<file path="src/rtl/unidade_busca_pkg.sv">
// unidade_busca_pkg: shared constants and types for the instruction-fetch stage.
// Holds the bubble word, the PC increment, the next-PC select encoding and the
// IF/ID register layout.
package unidade_busca_pkg;

   localparam logic [31:0] NOP           = 32'h0000_0000;
   localparam logic [31:0] PC_INCREMENTO = 32'd4;

   // Next-PC source, listed from lowest to highest priority
   typedef enum logic [1:0] {
      SEL_SEQ    = 2'd0,
      SEL_BRANCH = 2'd1,
      SEL_JUMP   = 2'd2,
      SEL_JR     = 2'd3
   } sel_prox_t;

   // IF/ID pipeline register contents
   typedef struct packed {
      logic [31:0] instrucao;
      logic [31:0] pc_mais4;
      logic        valido;
   } ifid_t;

   // Branch target: word offset scaled to bytes, modulo 2^32
   function automatic logic [31:0] alvo_desvio(input logic [31:0] pc_mais4,
                                               input logic [31:0] offset);
      return pc_mais4 + {offset[29:0], 2'b00};
   endfunction

endpackage

</file>
<file path="src/rtl/unidade_busca_if.sv">
// unidade_busca_if: groups the fetch-stage control inputs from ID, the
// instruction-memory port and the IF/ID outputs. The slave modport is the
// fetch unit; the master modport is the surrounding datapath.
interface unidade_busca_if;

   logic        stall;
   logic        flush;
   logic        branch_taken;
   logic [31:0] branch_offset;
   logic        jump;
   logic [25:0] jump_target;
   logic        jr;
   logic [31:0] jr_endereco;
   logic [31:0] instrucao_in;
   logic [31:0] endereco_PC;
   logic [31:0] instrucao_ifid;
   logic [31:0] pc_mais4_ifid;
   logic        valido_ifid;
   logic        erro_alinhamento;

   modport master (
      output stall, flush, branch_taken, branch_offset, jump, jump_target,
             jr, jr_endereco, instrucao_in,
      input  endereco_PC, instrucao_ifid, pc_mais4_ifid, valido_ifid,
             erro_alinhamento
   );

   modport slave (
      input  stall, flush, branch_taken, branch_offset, jump, jump_target,
             jr, jr_endereco, instrucao_in,
      output endereco_PC, instrucao_ifid, pc_mais4_ifid, valido_ifid,
             erro_alinhamento
   );

endinterface

</file>
<file path="src/rtl/unidade_busca_calc_prox_pc.sv">
// calc_prox_pc: combinational redirect-target computation and next-PC select.
// Priority jr > jump > branch > sequential. With FETCH_ALINHAMENTO_CHECK_EN
// undefined the jr target is word-aligned here; with it defined the raw value
// is passed through and the caller decides what a misaligned jr does.
module calc_prox_pc
   import unidade_busca_pkg::*;
(
   input  logic [31:0] endereco_pc,
   input  logic [31:0] pc_mais4_ifid,
   input  logic        branch_taken,
   input  logic [31:0] branch_offset,
   input  logic        jump,
   input  logic [25:0] jump_target,
   input  logic        jr,
   input  logic [31:0] jr_endereco,
   output logic [31:0] prox_pc,
   output logic        redirect
);

   sel_prox_t   sel;
   logic [31:0] alvo_jr;

`ifdef FETCH_ALINHAMENTO_CHECK_EN
   assign alvo_jr = jr_endereco;
`else
   assign alvo_jr = jr_endereco & ~32'h3;
`endif

   // Priority select of the next-PC source
   always_comb begin
      sel = SEL_SEQ;
      if (jr)                sel = SEL_JR;
      else if (jump)         sel = SEL_JUMP;
      else if (branch_taken) sel = SEL_BRANCH;
   end

   // Target mux; sequential path wraps naturally at 2^32
   always_comb begin
      prox_pc = endereco_pc + PC_INCREMENTO;
      unique case (sel)
         SEL_JR:     prox_pc = alvo_jr;
         SEL_JUMP:   prox_pc = {pc_mais4_ifid[31:28], jump_target, 2'b00};
         SEL_BRANCH: prox_pc = alvo_desvio(pc_mais4_ifid, branch_offset);
         default:    prox_pc = endereco_pc + PC_INCREMENTO;
      endcase
   end

   assign redirect = (sel != SEL_SEQ);

endmodule

</file>
<file path="src/rtl/unidade_busca.sv">
// unidade_busca: instruction-fetch stage. Owns the PC, feeds the combinational
// instruction memory and captures {instruction, PC+4, valid} into IF/ID.
// Redirects and flushes squash the wrong-path fetch with a single bubble.
// Optional: FETCH_ALINHAMENTO_CHECK_EN traps misaligned jr targets into a
// sticky error that freezes the PC and streams bubbles until reset.
module unidade_busca #(
   parameter logic [31:0] PC_RESET = 32'h0000_0000,
   parameter logic [31:0] NOP      = unidade_busca_pkg::NOP
) (
   input logic            clock,
   input logic            reset_n,
   unidade_busca_if.slave bus
);

   import unidade_busca_pkg::ifid_t;
   import unidade_busca_pkg::PC_INCREMENTO;

   logic [31:0] pc_q;
   logic [31:0] pc_seq;
   logic [31:0] prox_pc;
   ifid_t       ifid_q;
   logic        redirect;
   logic        trava;
   logic        bolha;

   assign pc_seq = pc_q + PC_INCREMENTO;

   calc_prox_pc u_calc (
      .endereco_pc   (pc_q),
      .pc_mais4_ifid (ifid_q.pc_mais4),
      .branch_taken  (bus.branch_taken),
      .branch_offset (bus.branch_offset),
      .jump          (bus.jump),
      .jump_target   (bus.jump_target),
      .jr            (bus.jr),
      .jr_endereco   (bus.jr_endereco),
      .prox_pc       (prox_pc),
      .redirect      (redirect)
   );

`ifdef FETCH_ALINHAMENTO_CHECK_EN
   logic erro_q;
   logic jr_desalinhado;

   // jr has top priority, so a raised jr is always the redirect in effect
   assign jr_desalinhado = bus.jr && (bus.jr_endereco[1:0] != 2'b00);
   assign trava          = erro_q || jr_desalinhado;

   // Sticky alignment error, cleared only by reset
   always_ff @(posedge clock or negedge reset_n) begin
      if (!reset_n)                         erro_q <= 1'b0;
      else if (!bus.stall && jr_desalinhado) erro_q <= 1'b1;
   end

   assign bus.erro_alinhamento = erro_q;
`else
   assign trava                = 1'b0;
   assign bus.erro_alinhamento = 1'b0;
`endif

   assign bolha = redirect | bus.flush | trava;

   // PC and IF/ID update; stall freezes everything and drops redirect/flush
   always_ff @(posedge clock or negedge reset_n) begin
      if (!reset_n) begin
         pc_q   <= PC_RESET;
         ifid_q <= '{instrucao: NOP, pc_mais4: 32'h0, valido: 1'b0};
      end else if (!bus.stall) begin
         if (!trava) pc_q <= prox_pc;
         if (bolha) ifid_q <= '{instrucao: NOP, pc_mais4: pc_seq, valido: 1'b0};
         else       ifid_q <= '{instrucao: bus.instrucao_in, pc_mais4: pc_seq, valido: 1'b1};
      end
   end

   assign bus.endereco_PC    = pc_q;
   assign bus.instrucao_ifid = ifid_q.instrucao;
   assign bus.pc_mais4_ifid  = ifid_q.pc_mais4;
   assign bus.valido_ifid    = ifid_q.valido;

endmodule

</file>
<file path="src/flat_wrapper.sv">
// flat-port wrapper written by rule: the top's interface ports become plain ports
module unidade_busca_flat import unidade_busca_pkg::ifid_t; import unidade_busca_pkg::PC_INCREMENTO;
#(
   parameter logic [31:0] PC_RESET = 32'h0000_0000,
   parameter logic [31:0] NOP      = unidade_busca_pkg::NOP
)
  (clock, reset_n, bus_stall, bus_flush, bus_branch_taken, bus_branch_offset, bus_jump, bus_jump_target, bus_jr, bus_jr_endereco, bus_instrucao_in, bus_endereco_PC, bus_instrucao_ifid, bus_pc_mais4_ifid, bus_valido_ifid, bus_erro_alinhamento);
  unidade_busca_if bus_i ();
  input logic clock;
  input logic reset_n;
  input wire logic [$bits(bus_i.stall)-1:0] bus_stall;
  input wire logic [$bits(bus_i.flush)-1:0] bus_flush;
  input wire logic [$bits(bus_i.branch_taken)-1:0] bus_branch_taken;
  input wire logic [$bits(bus_i.branch_offset)-1:0] bus_branch_offset;
  input wire logic [$bits(bus_i.jump)-1:0] bus_jump;
  input wire logic [$bits(bus_i.jump_target)-1:0] bus_jump_target;
  input wire logic [$bits(bus_i.jr)-1:0] bus_jr;
  input wire logic [$bits(bus_i.jr_endereco)-1:0] bus_jr_endereco;
  input wire logic [$bits(bus_i.instrucao_in)-1:0] bus_instrucao_in;
  output wire logic [$bits(bus_i.endereco_PC)-1:0] bus_endereco_PC;
  output wire logic [$bits(bus_i.instrucao_ifid)-1:0] bus_instrucao_ifid;
  output wire logic [$bits(bus_i.pc_mais4_ifid)-1:0] bus_pc_mais4_ifid;
  output wire logic [$bits(bus_i.valido_ifid)-1:0] bus_valido_ifid;
  output wire logic [$bits(bus_i.erro_alinhamento)-1:0] bus_erro_alinhamento;
  assign bus_i.stall = bus_stall;
  assign bus_i.flush = bus_flush;
  assign bus_i.branch_taken = bus_branch_taken;
  assign bus_i.branch_offset = bus_branch_offset;
  assign bus_i.jump = bus_jump;
  assign bus_i.jump_target = bus_jump_target;
  assign bus_i.jr = bus_jr;
  assign bus_i.jr_endereco = bus_jr_endereco;
  assign bus_i.instrucao_in = bus_instrucao_in;
  assign bus_endereco_PC = bus_i.endereco_PC;
  assign bus_instrucao_ifid = bus_i.instrucao_ifid;
  assign bus_pc_mais4_ifid = bus_i.pc_mais4_ifid;
  assign bus_valido_ifid = bus_i.valido_ifid;
  assign bus_erro_alinhamento = bus_i.erro_alinhamento;
  unidade_busca #(.PC_RESET(PC_RESET), .NOP(NOP)) u_core (.clock(clock), .reset_n(reset_n), .bus(bus_i));
endmodule
</file>
<file path="config.mk">
export PLATFORM = sky130hd
export DESIGN_NAME = unidade_busca_flat
export DESIGN_NICKNAME = d
export VERILOG_FILES = /design/src/rtl/unidade_busca_pkg.sv /design/src/rtl/unidade_busca_if.sv /design/src/rtl/unidade_busca_calc_prox_pc.sv /design/src/rtl/unidade_busca.sv /design/src/flat_wrapper.sv
export SDC_FILE = /design/constraint.sdc
export NUM_CORES = 1
export LEC_CHECK = 0
export BUFFER_PORTS_ARGS = -buffer_cell sky130_fd_sc_hd__buf_2
export CORE_MARGIN = 5
export CORE_UTILIZATION = 55
export CTS_BUF_LIST = sky130_fd_sc_hd__clkbuf_4 sky130_fd_sc_hd__clkbuf_8
export CTS_CLUSTER_DIAMETER = 60
export DETAILED_ROUTE_END_ITERATION = 16
export PLACE_DENSITY = 0.86
export SETUP_SLACK_MARGIN = 0.1
export SKIP_CTS_REPAIR_TIMING = 1
export SYNTH_ARGS = -nofsm -noshare
export SYNTH_HDL_FRONTEND = slang
export SYNTH_HIERARCHICAL = 1
export SYNTH_SLANG_ARGS = --single-unit
</file>
<file path="constraint.sdc">
create_clock -name clock -period 7.03 [get_ports clock]
set_input_delay 0.703 -clock clock [delete_from_list [all_inputs] [get_ports clock]]
set_output_delay 0.703 -clock clock [all_outputs]
set_load 0.03 [all_outputs]
</file>
# Word level (Yosys, flattened, before mapping)

Index checks and enable logic that the tools add are counted.

Add/subtract/negate cells: 2
$mul: 0
Div/mod/pow operators: 0
Order comparisons: 0
Equal/unequal tests: 3
Shift operators: 0
Mux-type cells: 5
Bitwise gates (word level): 1
Reductions and logical operators: 1

Operators with widths:

| cell                                                                  | count |
|---|---|
| 32-bit one-hot mux with 3 select lines                                | 1 |
| 65-bit two-way mux                                                    | 1 |
| 32-bit by 3-bit adder with 32-bit output, second input constant       | 1 |
| 32-bit adder                                                          | 1 |
| 2-bit equality test, second input constant                            | 2 |
| 2-bit two-way mux                                                     | 2 |
| 2-bit by 1-bit equality test with 1-bit output, second input constant | 1 |
| 2-bit nonzero test                                                    | 1 |
| 1-bit two-way mux                                                     | 1 |
| 1-bit OR                                                              | 1 |

Register bits after elaboration: 97
Bits in latches: 0
Memory bits (writable): 0
Bits in read-only memories: 0
Bits of input ports: 129
Memories kept: 0

# Depth between registers and ports, before layout

Depth in word-level cells: 6
Depth in mapped cells: 12
Gate-level depth less buffers: 12

# Cells and area by module

The synthesis kept the hierarchy.

By module, submodules not included:

| module        | instances | cells an instance | area an instance (um2) | seq. area each (um2) |
|---|---|---|---|---|
| unidade_busca | 1         | 339               | 4,192.8                | 2,427.3 |
| calc_prox_pc  | 1         | 448               | 2,986.6                | 0.0 |

# Least setup slack after synthesis

OpenSTA, ideal clock, no wires.

Path type: input-to-reg
Start point: in bus_branch_offset[0]
End point: reg u_core.pc_q[30], in the netlist u_core/bus.endereco_PC[30]
Setup time: 125 ps
Arrival time: 2,947 ps
Path slack: 3,958 ps
Stages on the path: 12
Buffers on the path: 0
Cell sequence: ha_1 -> inv_1 -> fa_1 -> nor2b_1 -> o2111ai_1 -> a21boi_1 -> nor3_1 -> o21ai_1 -> a21oi_1 -> o211a_1 -> a211o_1 -> mux2_2

Word-level cells in the longest chain between the ends: 2

RTL lines:

| what                                   | RTL line                         | RTL |
|---|---|---|
| start: declaration                     | flat_wrapper.sv:14               | `input wire logic [$bits(bus_i.branch_offset)-1:0] bus_branch_offset;` |
| 32-bit adder                           | unidade_busca_pkg.sv:27          | `return pc_mais4 + {offset[29:0], 2'b00};` |
| 32-bit one-hot mux with 3 select lines | unidade_busca_calc_prox_pc.sv:40 | `unique case (sel)` |
| via u_core.prox_pc[30]                 | unidade_busca.sv:20              | `logic [31:0] prox_pc;` |
| end signal: assignment                 | unidade_busca.sv:69              | `if (!trava) pc_q <= prox_pc;` |
| end: declaration                       | unidade_busca.sv:18              | `logic [31:0] pc_q;` |

The timed path passes the listed nets, and every way through them passes these cells.
A chain may end at the register's enable or synchronous reset.

# Worst setup path in the final report

Same ends and word-level chain as after synthesis.

==> impl_metrics.yaml <==
cts:
  clock-sinks: 97
  ctsLongestPathBuffers: 2
  clk_latency_ns: 0.38
  cts_root_buf: "clkbuf_8"
  clk_pin_slew_ns: 0.09
  cts_tree: "built"
  numCtsBuffers: 9
  htree_levels: 3
final_layout:
  final_common_cell: "buf_2"
  final_cell_mix: "buf_2 (219), dfrtp_1 (97), nand2_1 (76)"
  utilization_pct: 66.77
  syn_to_final_growth_pct: 18.32
  diodes: 0
  final_cell_area_um2: 8494
  drive_gt1_share_pct: 30.52
  final_nets: 1140
run_status:
  status: "finished clean"
power:
  power_switching_mw: 0.9078
  internal_power_mw: 1.138
  peakVddDrop_mv: 0.1323
  swShare_pct: 44.37
  clock_power_share_pct: 18.1
  pwr-share-comb_pct: 44.5
  power_frac_seq_pct: 37.3
  p_leak_nw: 4.006
  cellPowerDensity_nw_per_um2: 240.9
detailed_routing:
  drt-pass1-iter-count: 6
  vias: 7370
  avgViaCountPerCell: 6.381
  wirelength_um: 23540
  postRouteAntennaNets: 0
  drtIter0Drc: 900
  avgRoutedWirePerCell_um: 20.38
  drcViolationCount: 0
synth:
  synth_area_um2: 7179
  syn_nets: 948
  ys_ff_latch: 97
  async_reset_ff_share_pct: 100.0
  synth.avg_cell_area_um2: 9.122
  synth_ff_type: "dfrtp_1"
  yosys_warnings: 6
  ys_seq_area_share_pct: 33.81
  synthCells: 787
  synth_edf_count: 0
  synth_cell_types: 75
setup_path:
  endpoint_kind: "flop"
  cp.arrival_ns: 3.70
  critPathMaxStageDelay_ns: 0.41
  worstSetupPathType: "input pin to flop"
  crit_chain: "buf_2 > ha_1 > inv_1 > fa_1 > nor2b_1 > o2111ai_1 > a21boi_1 > nor3_1 > o21ai_1 > a21oi_1 > o211a_1 > a211o_1 > mux2_2"
  crit_required_ns: 7.29
  critPathMaxFanout: 4
  worstSetupStartpointType: "input pin"
  critical-path-slowest-cell: "fa_1"
sta:
  slew_headroom_pct: 27.92
  finalHoldWorstSlack_ns: 0.2813
  worst_pin_slew_ns: 1.077
  timing.final.crit_share_pct: 48.85
  skew_ns: 0.007544
  report.final.slew_viol_count: 0
  setup_viol: 0
  max_freq_ghz: 0.2912
  rsz0062_at_grt: "no"
  hold_viol_final: 0
  fin_crit_ns: 3.434
  fin_setup_tns_ns: 0
global_route:
  met3_usage_pct: 8.705
  use_met2_pct: 44.75
  first_global_vias: 6946
  gr-total-overflow: 0
  grt_busiest_layer: "met2"
  antenna_found_initial: 1
  grtUsageMet1_pct: 36.55
  grt_pass1_wl_um: 36060
  grt_start_max_net_pins: 61
  grt_use_total_pct: 28.45
floorplanning:
  coreArea_um2: 12720
  fp.dieH_um: 124.3
  io_pins: 227
  rows: 41
  die_area_um2: 15440
  initial_core_util_pct: 56.43
  die_x_um: 124.3
place:
  hpwl_um: 17250
  routabilityCongestion: 0.9866
  placed_area_um2: 8300
  portBuffers: 221
hold_path:
  worst_hold_path_type: "input pin to asynchronous set/reset pin"
run:
  drv_cap: 0
layout make-up:
type                            instances  area (um^2)
Sequential cell                        97         2427
Clock inverter                          5        56.30
Clock buffer                           10        137.6
Fill cell                            1114         4228
Tap cell                              172        215.2
Timing Repair Buffer                  228         1164
Inverter                               16        60.06
Multi-Input combinational cell        627         4434
state kept, by name (all words and copies together) (netlist names):
register                   cells
u_core/bus.instrucao_ifid     32
u_core/bus.endereco_PC        32
u_core/bus.pc_mais4_ifid      32
u_core/bus.valido_ifid         1
per-layer routing:
| layer | share of wire, % | vias to the layer above |
|---|---|---|
| met5 | 0.030 | - |
| met4 | 4.0 | 2 |
| met3 | 12 | 82 |
| met2 | 45 | 490 |
| met1 | 39 | 3444 |
| li1 | - | 3352 |
final timing paths:
path,cells after the start,endpoint,slack [ns],start
worst max-delay path,13,u_core/bus.endereco_PC[30]$_DFFE_PN0N_,3.60,bus_branch_offset[0]
worst min-delay path,1,u_core/bus.endereco_PC[4]$_DFFE_PN0N_,0.28,reset_n
worst max register to register,12,u_core/bus.endereco_PC[30]$_DFFE_PN0N_,3.60,u_core/bus.pc_mais4_ifid[2]$_DFFE_PN0N_
worst min register to register,1,u_core/bus.valido_ifid$_DFFE_PN0N_,0.49,u_core/bus.valido_ifid$_DFFE_PN0N_
max in group asynchronous,2,u_core/bus.endereco_PC[21]$_DFFE_PN0N_,5.59,reset_n
min in group clock,1,u_core/bus.valido_ifid$_DFFE_PN0N_,0.49,u_core/bus.valido_ifid$_DFFE_PN0N_
stage by stage:
stage / power (mW) / cells / setup WS, ns
4_1_cts: 2.025 / 1155 / 3.704
3_5_place_dp: 1.654 / 1140 / 3.354
3_3_place_gp: 1.639 / 1140 / 3.394
5_1_grt: 2.146 / 1155 / 3.478
6_report: 2.046 / 1155 / 3.596
2_1_floorplan: 1.379 / 787 / 3.958
cell usage after synthesis (5+ instances only):
| cell | instances | area, um^2 |
|---|---|---|
| o31ai_1 | 12 | 90.09 |
| nand2_1 | 76 | 285.3 |
| o21bai_1 | 7 | 52.55 |
| a31oi_1 | 17 | 106.4 |
| nand4_1 | 25 | 156.4 |
| dfrtp_1 | 97 | 2427 |
| a222oi_1 | 7 | 70.07 |
| clkbuf_1 | 27 | 101.4 |
| xor2_1 | 35 | 306.5 |
| and4_1 | 7 | 61.31 |
| ha_1 | 31 | 387.9 |
| xnor2_1 | 24 | 210.2 |
| a21oi_1 | 44 | 220.2 |
| nand3_1 | 27 | 135.1 |
| nor2_1 | 45 | 168.9 |
| inv_1 | 13 | 48.80 |
| and3_1 | 11 | 68.82 |
| o221ai_1 | 5 | 43.79 |
| buf_2 | 6 | 30.03 |
| a221oi_1 | 5 | 43.79 |
| a22oi_1 | 5 | 37.54 |
| a21o_1 | 15 | 112.6 |
| mux2_2 | 36 | 405.4 |
| or4_1 | 12 | 90.09 |
| buf_6 | 6 | 67.56 |
| o21a_1 | 12 | 90.09 |
| nor3_1 | 10 | 50.05 |
| buf_4 | 6 | 45.04 |
| a22o_1 | 34 | 297.8 |
| o21ai_0 | 42 | 210.2 |
| o211ai_1 | 11 | 82.58 |
power groups by stage:
stage	Combinational [mW]	Sequential [mW]	Clock, mW
floorplan	0.506	0.874	0
global placement	0.872	0.766	0
detailed placement	0.885	0.769	0
CTS	0.892	0.758	0.375
global route	0.972	0.774	0.399
finish	0.911	0.764	0.371
cells by family (layout without fill, tap and decap cells):
kind of cell / Yosys count / in the layout / synth area share, %
multiplexers: 40 / 40 / 6.204
adder cells (fa/ha/maj): 32 / 32 / 5.681
buffers and inverters: 63 / 259 / 4.566
XOR/XNOR: 59 / 59 / 7.198
flip-flops: 97 / 97 / 33.81
other: 1 / 1 / 0.05223
AND/OR/NAND/NOR: 245 / 245 / 18.16
AO/OA/AOI/OAI: 250 / 250 / 24.33
worst max-delay path: cells and delay by family:
family | cells | cell delay [ns]
adders and majority gates | 2 | 0.63
muxes | 1 | 0.27
AOI/OAI and AO/OA | 6 | 1.65
buffers and inverters | 2 | 0.16
and+or+nand+nor | 2 | 0.27
(Power assumes the default switching activity.)
